## config.mk

```make
export PLATFORM = sky130hd
export DESIGN_NAME = bl_zone_max_stat_flat
export DESIGN_NICKNAME = d
export VERILOG_FILES = /design/src/rtl/bl_pkg.sv /design/src/rtl/bl_zone_max_stat_if.sv /design/src/rtl/bl_zone_stream.sv /design/src/rtl/bl_zone_max_stat.sv /design/src/flat_wrapper.sv
export SDC_FILE = /design/constraint.sdc
export NUM_CORES = 1
export LEC_CHECK = 0
export CORE_MARGIN = 1
export CORE_UTILIZATION = 40
export CTS_BUF_LIST = sky130_fd_sc_hd__clkbuf_8
export DETAILED_ROUTE_END_ITERATION = 6
export PLACE_DENSITY = 0.56
export SETUP_SLACK_MARGIN = 0.5
export SLEW_MARGIN = 10
export SYNTH_ARGS = -nofsm -noshare
export SYNTH_HDL_FRONTEND = slang
export SYNTH_SLANG_ARGS = --single-unit
```

## constraint.sdc

```tcl
create_clock -name I_clk -period 4.6 [get_ports I_clk]
set_input_delay 0.92 -clock I_clk [delete_from_list [all_inputs] [get_ports I_clk]]
set_output_delay 0.92 -clock I_clk [all_outputs]
set_load 0.01 [all_outputs]
```

## src/rtl/bl_pkg.sv

```systemverilog
// Shared types and constants for the backlight zone peak-statistics block.
package bl_pkg;

  localparam int unsigned H_ACT_DFLT   = 1920;
  localparam int unsigned V_ACT_DFLT   = 1080;
  localparam int unsigned ZONES_X_DFLT = 16;
  localparam int unsigned ZONES_Y_DFLT = 8;

  localparam int unsigned ZW       = H_ACT_DFLT / ZONES_X_DFLT;
  localparam int unsigned ZH       = V_ACT_DFLT / ZONES_Y_DFLT;
  localparam int unsigned ZONE_CNT = ZONES_X_DFLT * ZONES_Y_DFLT;

  localparam int unsigned ADDR_W = 10;
  localparam int unsigned DATA_W = 16;
  localparam int unsigned LVL_W  = 8;

  typedef enum logic {StIdle, StSend} stream_state_e;

  function automatic logic [LVL_W-1:0] max8(input logic [LVL_W-1:0] a, input logic [LVL_W-1:0] b);
    return (a > b) ? a : b;
  endfunction

endpackage

```

## src/rtl/bl_zone_max_stat_if.sv

```systemverilog
// SRAM-writer side of the zone statistics block: frame start, zone word handshake, overflow flag.
interface bl_zone_max_stat_if;
  import bl_pkg::*;

  logic              O_sof;
  logic              O_wr_valid;
  logic              I_wr_ready;
  logic [ADDR_W-1:0] O_wr_addr;
  logic [DATA_W-1:0] O_wr_data;
  logic              O_ovf;

  modport master (
    output O_sof, O_wr_valid, O_wr_addr, O_wr_data, O_ovf,
    input  I_wr_ready
  );

  modport slave (
    input  O_sof, O_wr_valid, O_wr_addr, O_wr_data, O_ovf,
    output I_wr_ready
  );

endinterface

```

## src/rtl/bl_zone_stream.sv

```systemverilog
// Shadow buffer and word streamer for one completed zone row.
// Optional BL_MIN_CLAMP_EN: floor each streamed level at MIN_LEVEL.
module bl_zone_stream
  import bl_pkg::*;
#(
  parameter int unsigned      ZONES_X   = ZONES_X_DFLT,
  parameter logic [LVL_W-1:0] MIN_LEVEL = 8'd16
) (
  input  logic              I_clk,
  input  logic              I_rst_n,
  input  logic              I_load,
  input  logic [LVL_W-1:0]  I_acc [ZONES_X],
  input  logic [ADDR_W-1:0] I_row,
  output logic              O_idle,
  output logic              O_valid,
  input  logic              I_ready,
  output logic [ADDR_W-1:0] O_addr,
  output logic [DATA_W-1:0] O_data
);

  localparam int unsigned       IdxW    = (ZONES_X > 1) ? $clog2(ZONES_X) : 1;
  localparam logic [IdxW-1:0]   IdxLast = IdxW'(ZONES_X - 1);
  localparam logic [ADDR_W-1:0] ZonesXA = ADDR_W'(ZONES_X);

  stream_state_e     state_q, state_d;
  logic [IdxW-1:0]   idx_q;
  logic [ADDR_W-1:0] base_q;
  logic [LVL_W-1:0]  shadow_q [ZONES_X];
  logic [LVL_W-1:0]  lvl;
  logic              accept;

  assign accept = (state_q == StSend) && I_ready;

  always_ff @(posedge I_clk or negedge I_rst_n) begin
    if (!I_rst_n) state_q <= StIdle;
    else          state_q <= state_d;
  end

  // The load strobe doubles as the pending flag: IDLE consumes it on the same edge.
  always_comb begin
    state_d = state_q;
    unique case (state_q)
      StIdle:  if (I_load) state_d = StSend;
      StSend:  if (accept && (idx_q == IdxLast)) state_d = StIdle;
      default: state_d = StIdle;
    endcase
  end

  always_ff @(posedge I_clk or negedge I_rst_n) begin
    if (!I_rst_n) begin
      idx_q    <= '0;
      base_q   <= '0;
      shadow_q <= '{default: '0};
    end else if (I_load && (state_q == StIdle)) begin
      idx_q    <= '0;
      base_q   <= I_row * ZonesXA;
      shadow_q <= I_acc;
    end else if (accept) begin
      idx_q <= (idx_q == IdxLast) ? '0 : idx_q + 1'b1;
    end
  end

  always_comb begin
    lvl = shadow_q[idx_q];
`ifdef BL_MIN_CLAMP_EN
    lvl = max8(lvl, MIN_LEVEL);
`endif
    O_idle  = (state_q == StIdle);
    O_valid = (state_q == StSend);
    O_addr  = O_valid ? (base_q + ADDR_W'(idx_q)) : '0;
    O_data  = O_valid ? {lvl, lvl} : '0;
  end

`ifndef BL_MIN_CLAMP_EN
  logic unused_min_level;
  assign unused_min_level = ^MIN_LEVEL;
`endif

endmodule

```

## src/rtl/bl_zone_max_stat.sv

```systemverilog
// Per-zone peak max(R,G,B) statistics streamed to the backlight SRAM writer.
// Optional BL_MIN_CLAMP_EN (in bl_zone_stream) floors output levels at MIN_LEVEL.
module bl_zone_max_stat
  import bl_pkg::*;
#(
  parameter int unsigned      H_ACT     = H_ACT_DFLT,
  parameter int unsigned      V_ACT     = V_ACT_DFLT,
  parameter int unsigned      ZONES_X   = ZONES_X_DFLT,
  parameter int unsigned      ZONES_Y   = ZONES_Y_DFLT,
  parameter bit               VS_POL    = 1'b1,
  parameter logic [LVL_W-1:0] MIN_LEVEL = 8'd16
) (
  input  logic              I_clk,
  input  logic              I_rst_n,
  input  logic              I_vs,
  input  logic              I_de,
  input  logic [LVL_W-1:0]  I_data_r,
  input  logic [LVL_W-1:0]  I_data_g,
  input  logic [LVL_W-1:0]  I_data_b,
  bl_zone_max_stat_if.master wr
);

  localparam int unsigned ZoneW = H_ACT / ZONES_X;
  localparam int unsigned ZoneH = V_ACT / ZONES_Y;
  localparam int unsigned PxW   = $clog2(H_ACT + 1);
  localparam int unsigned ZcW   = $clog2(ZoneW + 1);
  localparam int unsigned ColW  = (ZONES_X > 1) ? $clog2(ZONES_X) : 1;
  localparam int unsigned LineW = $clog2(V_ACT + 1);
  localparam int unsigned LizW  = $clog2(ZoneH + 1);
  localparam int unsigned RowW  = $clog2(ZONES_Y + 1);

  logic [LVL_W-1:0] lum_q;
  logic             de_q, vs_q, de_prev_q, vs_prev_q;
  logic [PxW-1:0]   px_q;
  logic [ZcW-1:0]   zc_q;
  logic [ColW-1:0]  col_q;
  logic [LineW-1:0] line_q;
  logic [LizW-1:0]  liz_q;
  logic [RowW-1:0]  row_q;
  logic [LVL_W-1:0] acc_q [ZONES_X];
  logic             sof_q, ovf_q;

  logic frame_start, de_fall, line_live, px_live, row_done, stream_idle;

  // Luma stage; de/vs ride along so every zone decision sees aligned signals.
  always_ff @(posedge I_clk or negedge I_rst_n) begin
    if (!I_rst_n) begin
      lum_q     <= '0;
      de_q      <= 1'b0;
      vs_q      <= 1'b0;
      de_prev_q <= 1'b0;
      vs_prev_q <= 1'b0;
    end else begin
      lum_q     <= max8(max8(I_data_r, I_data_g), I_data_b);
      de_q      <= I_de;
      vs_q      <= I_vs;
      de_prev_q <= de_q;
      vs_prev_q <= vs_q;
    end
  end

  assign frame_start = (vs_q == VS_POL) && (vs_prev_q != VS_POL);
  assign de_fall     = de_prev_q && !de_q;
  assign line_live   = (line_q < LineW'(V_ACT));
  assign px_live     = de_q && (px_q < PxW'(H_ACT));
  assign row_done    = de_fall && line_live && (liz_q == LizW'(ZoneH - 1)) &&
                       (row_q < RowW'(ZONES_Y));

  always_ff @(posedge I_clk or negedge I_rst_n) begin
    if (!I_rst_n) begin
      px_q   <= '0;
      zc_q   <= '0;
      col_q  <= '0;
      line_q <= '0;
      liz_q  <= '0;
      row_q  <= '0;
      acc_q  <= '{default: '0};
    end else if (frame_start) begin
      px_q   <= '0;
      zc_q   <= '0;
      col_q  <= '0;
      line_q <= '0;
      liz_q  <= '0;
      row_q  <= '0;
      acc_q  <= '{default: '0};
    end else begin
      if (px_live) begin
        acc_q[col_q] <= max8(acc_q[col_q], lum_q);
        px_q         <= px_q + 1'b1;
        if (zc_q == ZcW'(ZoneW - 1)) begin
          zc_q  <= '0;
          col_q <= col_q + 1'b1;
        end else begin
          zc_q <= zc_q + 1'b1;
        end
      end
      if (de_fall) begin
        px_q  <= '0;
        zc_q  <= '0;
        col_q <= '0;
        if (line_live) begin
          line_q <= line_q + 1'b1;
          liz_q  <= (liz_q == LizW'(ZoneH - 1)) ? '0 : liz_q + 1'b1;
        end
        // Accumulators restart whether the row was handed off or dropped.
        if (row_done) begin
          acc_q <= '{default: '0};
          row_q <= row_q + 1'b1;
        end
      end
    end
  end

  always_ff @(posedge I_clk or negedge I_rst_n) begin
    if (!I_rst_n) begin
      sof_q <= 1'b0;
      ovf_q <= 1'b0;
    end else begin
      sof_q <= frame_start;
      ovf_q <= ovf_q | (row_done & ~stream_idle);
    end
  end

  bl_zone_stream #(
    .ZONES_X  (ZONES_X),
    .MIN_LEVEL(MIN_LEVEL)
  ) u_stream (
    .I_clk  (I_clk),
    .I_rst_n(I_rst_n),
    .I_load (row_done && stream_idle),
    .I_acc  (acc_q),
    .I_row  (ADDR_W'(row_q)),
    .O_idle (stream_idle),
    .O_valid(wr.O_wr_valid),
    .I_ready(wr.I_wr_ready),
    .O_addr (wr.O_wr_addr),
    .O_data (wr.O_wr_data)
  );

  assign wr.O_sof = sof_q;
  assign wr.O_ovf = ovf_q;

endmodule

```

## src/flat_wrapper.sv

```systemverilog
// flat-port wrapper written by rule: the top's interface ports become plain ports
module bl_zone_max_stat_flat import bl_pkg::*;
#(
  parameter int unsigned      H_ACT     = H_ACT_DFLT,
  parameter int unsigned      V_ACT     = V_ACT_DFLT,
  parameter int unsigned      ZONES_X   = ZONES_X_DFLT,
  parameter int unsigned      ZONES_Y   = ZONES_Y_DFLT,
  parameter bit               VS_POL    = 1'b1,
  parameter logic [LVL_W-1:0] MIN_LEVEL = 8'd16
)
  (I_clk, I_rst_n, I_vs, I_de, I_data_r, I_data_g, I_data_b, wr_O_sof, wr_O_wr_valid, wr_O_wr_addr, wr_O_wr_data, wr_O_ovf, wr_I_wr_ready);
  bl_zone_max_stat_if wr_i ();
  input  logic I_clk;
  input  logic I_rst_n;
  input  logic I_vs;
  input  logic I_de;
  input  logic [LVL_W-1:0] I_data_r;
  input  logic [LVL_W-1:0] I_data_g;
  input  logic [LVL_W-1:0] I_data_b;
  output wire logic [$bits(wr_i.O_sof)-1:0] wr_O_sof;
  output wire logic [$bits(wr_i.O_wr_valid)-1:0] wr_O_wr_valid;
  output wire logic [$bits(wr_i.O_wr_addr)-1:0] wr_O_wr_addr;
  output wire logic [$bits(wr_i.O_wr_data)-1:0] wr_O_wr_data;
  output wire logic [$bits(wr_i.O_ovf)-1:0] wr_O_ovf;
  input wire logic [$bits(wr_i.I_wr_ready)-1:0] wr_I_wr_ready;
  assign wr_O_sof = wr_i.O_sof;
  assign wr_O_wr_valid = wr_i.O_wr_valid;
  assign wr_O_wr_addr = wr_i.O_wr_addr;
  assign wr_O_wr_data = wr_i.O_wr_data;
  assign wr_O_ovf = wr_i.O_ovf;
  assign wr_i.I_wr_ready = wr_I_wr_ready;
  bl_zone_max_stat #(.H_ACT(H_ACT), .V_ACT(V_ACT), .ZONES_X(ZONES_X), .ZONES_Y(ZONES_Y), .VS_POL(VS_POL), .MIN_LEVEL(MIN_LEVEL)) u_core (.I_clk(I_clk), .I_rst_n(I_rst_n), .I_vs(I_vs), .I_de(I_de), .I_data_r(I_data_r), .I_data_g(I_data_g), .I_data_b(I_data_b), .wr(wr_i));
endmodule
```

# --- Word level (Yosys, flattened, before mapping) ---
# Cells that the tools add are included.
word_totals:
  register_bits: 324
  inputBits: 29
  out_inout_bits: 29
  word_cells: 140
classes:
  addsub: 8
  order_cmp: 9
  eq_ne: 3
  mux: 45
  bitwise: 6
  n_reduce_logical: 21
ops:
  columns: ["cell", "count"]
  rows:
  - ["$mux W128", 4]
  - ["$bwmux W128", 1]
  - ["$mux W8", 12]
  - ["$mux W11", 6]
  - ["$bmux W8 S4", 2]
  - ["$mux W4", 10]
  - ["$demux W8 S4", 1]
  - ["$mux W7", 4]
  - ["$gt A8 B8 Y1", 3]
  - ["$add A11 B1 Y11 const B", 2]
  - ["$lt A11 B11 Y1 const B", 2]
  - ["$mux W16", 1]
  - ["$add A4 B1 Y4 const B", 3]
  - ["$logic_and A1 B1 Y1", 11]
  - ["$ge A5 B5 Y1 const B", 2]
  - ["$not A4 Y5", 2]
  - ["$add A8 B4 Y9", 1]
  - ["$mux W9", 1]
  - ["$add A8 B1 Y8 const B", 1]
  - ["$eq A8 B8 Y1 const B", 1]
  - ["$reduce_bool A2 Y1", 4]
  - ["$add A7 B1 Y7 const B", 1]
  - ["$eq A7 B7 Y1 const B", 1]
  - ["$reduce_and A2 Y1", 3]
  - ["other kinds (10)", 13]

# --- Logic depth before layout (Yosys ltp) ---
logic_depth:
  depth_word: 11
  mapped_depth: 14
  ltp_nobuf: 14

# --- Cells and area by module ---
# Synthesis repeated with hierarchy kept, for this count alone.
unflattened:
  hier_cells: 1582
  area_unflattened_um2: 15915.3
modules_own_cells:
  columns: ["mod", "n_inst", "cells_per_inst", "area_per_inst_um2", "seq_area_each_um2"]
  rows:
  - ["bl_zone_max_stat", 1, 880, 9330.2, 4679.5]
  - ["bl_zone_stream", 1, 702, 6585.1, 3478.3]

# --- Worst setup path after synthesis ---
# No wires, ideal clock.
synth_timing:
  path_kind: "in2reg"
  startpoint: "input port I_data_g[1]"
  endpoint: "register u_core.lum_q[1]"
  setup_ps: 125
  arrival_ps: 3618
  t_required_ps: 4475
  slack_ps: 858
  stages: 14
  path_buffers: 0
  path_cell_list: "inv_1 -> ha_1 -> nor2b_1 -> o211ai_1 -> a21oi_1 -> o22ai_2 -> mux2_2 -> ha_1 -> a21o_1 -> a21o_1 -> a21oi_1 -> o21ai_0 -> nand2_1 -> mux2_2"
synth_between:
  elab_chain_len: 4
synth_lines:
  columns: ["item", "line", "rtl"]
  rows:
  - ["start, declared", "flat_wrapper.sv:18", "input logic [LVL_W-1:0] I_data_g;"]
  - ["$gt A8 B8 Y1", "bl_pkg.sv:20", "return (a > b) ? a : b;"]
  - ["$mux W8 (*)", "bl_pkg.sv:20", null]
  - ["$gt A8 B8 Y1", "bl_pkg.sv:20", null]
  - ["$mux W8 (*)", "bl_pkg.sv:20", null]
  - ["end signal, assigned", "bl_zone_max_stat.sv:54", "lum_q <= max8(max8(I_data_r, I_data_g), I_data_b);"]
  - ["end, declared", "bl_zone_max_stat.sv:32", "logic [LVL_W-1:0] lum_q;"]
# Mark *: on every way between the ends. The rest lies on a longest branch, timed or not.
# A chain may end at the register's enable or synchronous reset.

# --- Final worst setup path ---
layout_timing:
  startpoint: "register u_core.u_stream.idx_q[0]"
  endpoint: "output port wr_O_wr_data[9]"
layout_between:
  elab_chain_len: 5
layout_lines:
  columns: ["item", "line", "rtl"]
  rows:
  - ["start, declared", "bl_zone_stream.sv:26", "logic [IdxW-1:0] idx_q;"]
  - ["start signal, assigned", "bl_zone_stream.sv:59", "idx_q <= (idx_q == IdxLast) ? '0 : idx_q + 1'b1;"]
  - ["$not A4 Y5 (implied by the code)", "bl_zone_stream.sv:64", "lvl = shadow_q[idx_q];"]
  - ["$bmux W8 S4", "bl_zone_stream.sv:64", null]
  - ["$mux W8 (implied by the code) (2 in series)", "bl_zone_stream.sv:64", null]
  - ["$mux W16", "bl_zone_stream.sv:71", "O_data = O_valid ? {lvl, lvl} : '0;"]
  - ["end, declared", "flat_wrapper.sv:23", "output wire logic [$bits(wr_i.O_wr_data)-1:0] wr_O_wr_data;"]
# Every way passes these cells. The select of a mux whose other input is x is not followed.

==> results_dict.tcl <==
set metrics [dict create \
    synth.ff_latch_count 324 \
    row_count 72 \
    cts.path.max_buffers 3 \
    synth_async_sr_flop_share_pct 100 \
    maxClockFrequency_ghz 0.248 \
    period_share_pct 87.5 \
    postRouteAntennaNets 0 \
    ir_worst_vdd_mv 0.210 \
    finalWeightedCongestion 0.790 \
    worstMarginPinSlew_ns 0.984 \
    synth.lib_cells_used.distinct 56 \
    postLayoutSetupSlackWorst_ns 0.576 \
    synth.largest_area_cell "dfrtp_1" \
    startpoint_type "register" \
    synth_area_um2 15700 \
    die_w_um 200 \
    pre_cts_slack_ns 0.101 \
    worst_path_largest_cell_delay_ns 0.50 \
    syn-mean-instance-area_um2 12.4 \
    total_leakage_power_nw 8.56 \
    detailed_placement_wirelength_estimate_um 24400 \
    multi_input_area_um2 6930 \
    grt_max_degree 117 \
    netlist_instances 1263 \
    critical_path.endpoint_type "primary output" \
    num_vias 10400 \
    buffer_ports.inserted 55 \
    wire_per_inst_um 20.4 \
    finClkSkew_ns 0.0305 \
    antenna_violations_before_repair 0 \
    worst_hold_path_type "input port to async pin" \
    synth_warnings 0 \
    filler_cells_inserted 3518 \
    grt_pass1_vias 10400 \
    clock_insertion_delay_worst_skew_ns 0.63 \
    h-tree-depth 2 \
    nNetsFinal 1400 \
    list_of_cells_traversed_by_the_critical_path "buf_12 -> buf_12 -> mux4_2 -> mux4_2 -> and2_2 -> clkdlybuf4s50_1" \
    totalNegativeSetupSlack_ns 0 \
    floorplan.initialDensity_pct 40.6 \
    wirelength_um 38700 \
    cp_slowest_cell "clkdlybuf4s50_1" \
    clkSlewWorstSetupHoldPaths_ns 0.06 \
    cts-buffers-inserted 55 \
    ioPinCount 58 \
    cell_types_with_the_highest_counts_after_synthesis "dfrtp_1 (324), o21ai_0 (156), a21oi_1 (144), mux2_2 (144), nor2_1 (54)" \
    timing_worst_setup_path_type "register to primary output" \
    clock_tree.root_cell "clkbuf_8" \
    cts.sinks 324 \
    timing_max_transition_violations_final 0 \
    layout_min_cycle_time_ns 4.02 \
    synth_edf_count 0 \
    synth_sequential_area_ratio_pct 51.7 \
    cell_type_group_with_the_largest_total_delay_on_the_critical_path "multiplexers" \
    detailedRoute.firstIterationViolations 644 \
    hold_violations 0 \
    num_antenna_cells 0 \
    die_area_um2 40000 \
    core_area_um2 38600 \
    report.final.setup_viol 0 \
    cp.required_ns 3.68 \
    synth_top_cells_by_area "dfrtp_1 (52%), mux2_2 (10%), mux4_2 (7.6%), o21ai_0 (5.0%), a21oi_1 (4.6%)" \
    grt_pass1_wl_um 60700 \
    cp_max_fo 5 \
    drc 0 \
    critPathArrivalTime_ns 3.10 \
    grt_setup_unrepaired "yes" \
    hold_buffer_count_at_cts 0 \
    synth_top_area_share_pct 51.7 \
    regArea_um2 8110 \
    flow.area_growth_from_synthesis_pct 15.7 \
    vias_per_cell 5.51 \
    drive_gt1_share_pct 25.5 \
    floorplan.die.height_um 200 \
    grt_resource_usage_total_pct 20.0 \
    first_pass_iters 5 \
    cts_tree "built" \
    grt-ovfl-total 0 \
    synth.most_common_cell "dfrtp_1" \
    critical_path.n_buffers_inverters 3 \
    slew_headroom_pct 34.4 \
    max_cap_violations 0 \
    run_status "complete, no violations" \
    synth_flop_cell "dfrtp_1" \
    cellPowerDensity_nw_per_um2 391 \
]
==> cell families (layout without fill, tap and decap cells) <==
group           Yosys count  after routing  share of synthesized area, %
simple gates            193            193                          6.31
xor+xnor                 17             17                         0.950
buf+inv                 122            236                          4.29
fa+ha+maj                35             35                          2.79
other cells               1              2                        0.0239
mux                     229            229                          22.2
flops                   324            324                          51.7
compound gates          342            342                          11.8
==> per-stage QoR <==
stage                     total power, mW  instances  cell area [µm²]  util, %  hold WS (ns)
after floorplan                      3.83       1264            15700        -         0.355
after global placement               4.39       1790            16900     43.6         0.370
after detailed placement             4.40       1790            16900     43.6         0.372
after CTS                            7.07       1890            18000     46.6         0.389
after global routing                 7.42       1896            18100     46.9         0.392
final                                7.09       1896            18100     46.9         0.309
==> where the power goes <==
part           switching, mW  internal, mW
sequential             0.146          2.92
combinational          0.773         0.649
clock                   1.18          1.43
==> cell type report <==
| cell class | instances | share of cell area [%] |
|---|---|---|
| Tap cell | 518 | 3.57 |
| Clock buffer | 74 | 5.61 |
| Sequential cell | 324 | 44.7 |
| Timing Repair Buffer | 108 | 6.70 |
| Clock inverter | 25 | 0.600 |
| Inverter | 29 | 0.600 |
| Multi-Input combinational cell | 818 | 38.2 |
==> registers in the layout, summed over array words and instances (netlist names), 4 cells and up <==
register,count
u_core.liz_q,8
u_core.col_q,4
u_core.row_q,4
u_core.zc_q,7
u_core.u_stream.base_q,4
u_core.lum_q,8
u_core.line_q,11
u_core.u_stream.shadow_q,128
u_core.px_q,11
u_core.u_stream.idx_q,4
u_core.acc_q,128
==> cell usage in the layout, fill, tap and decap left out, types with 42 or more instances in the layout <==
cell type / instances
mux4_2: 53
mux2_2: 144
clkbuf_8: 74
nor2_1: 53
dfrtp_1: 321
clkdlybuf4s50_1: 49
o21ai_0: 156
nand2_1: 42
inv_1: 48
a21oi_1: 144
==> routing by layer <==
layer	GRT usage (%)	up-vias	part of all wire, %
li1	-	4788	-
met1	28.8	5346	47
met2	30.5	242	46
met3	4.08	65	5.4
met4	5.80	0	2.1
met5	0	-	0
==> path summary, 6_finish.rpt <==
| kind | start | to | slack, ns | depth (start not counted) |
|---|---|---|---|---|
| worst max-delay path | u_core.u_stream.idx_q[0]$_DFFE_PN0P_ | wr_O_wr_data[9] | 0.58 | 6 |
| worst min-delay path | I_rst_n | u_core.liz_q[5]$_DFFE_PN0P_ | 0.31 | 1 |
| worst max register to register | u_core.col_q[0]$_DFFE_PN0P_ | u_core.acc_q[6]$_DFF_PN0_ | 0.78 | 13 |
| worst min register to register | u_core.vs_q$_DFF_PN0_ | u_core.vs_prev_q$_DFF_PN0_ | 0.38 | 0 |
| max in group asynchronous | I_rst_n | u_core.acc_q[6]$_DFF_PN0_ | 3.22 | 2 |
| min in group I_clk | u_core.vs_q$_DFF_PN0_ | u_core.vs_prev_q$_DFF_PN0_ | 0.38 | 0 |
==> timing repair <==
| action | in CTS | in global routing |
|---|---|---|
| resized for setup | 2 | 5 |
| buffers inserted | 1 | 3 |
| cloned | 0 | 3 |
| endpoints found under the setup margin | 16 | 7 |
(Power assumes the default switching activity.)
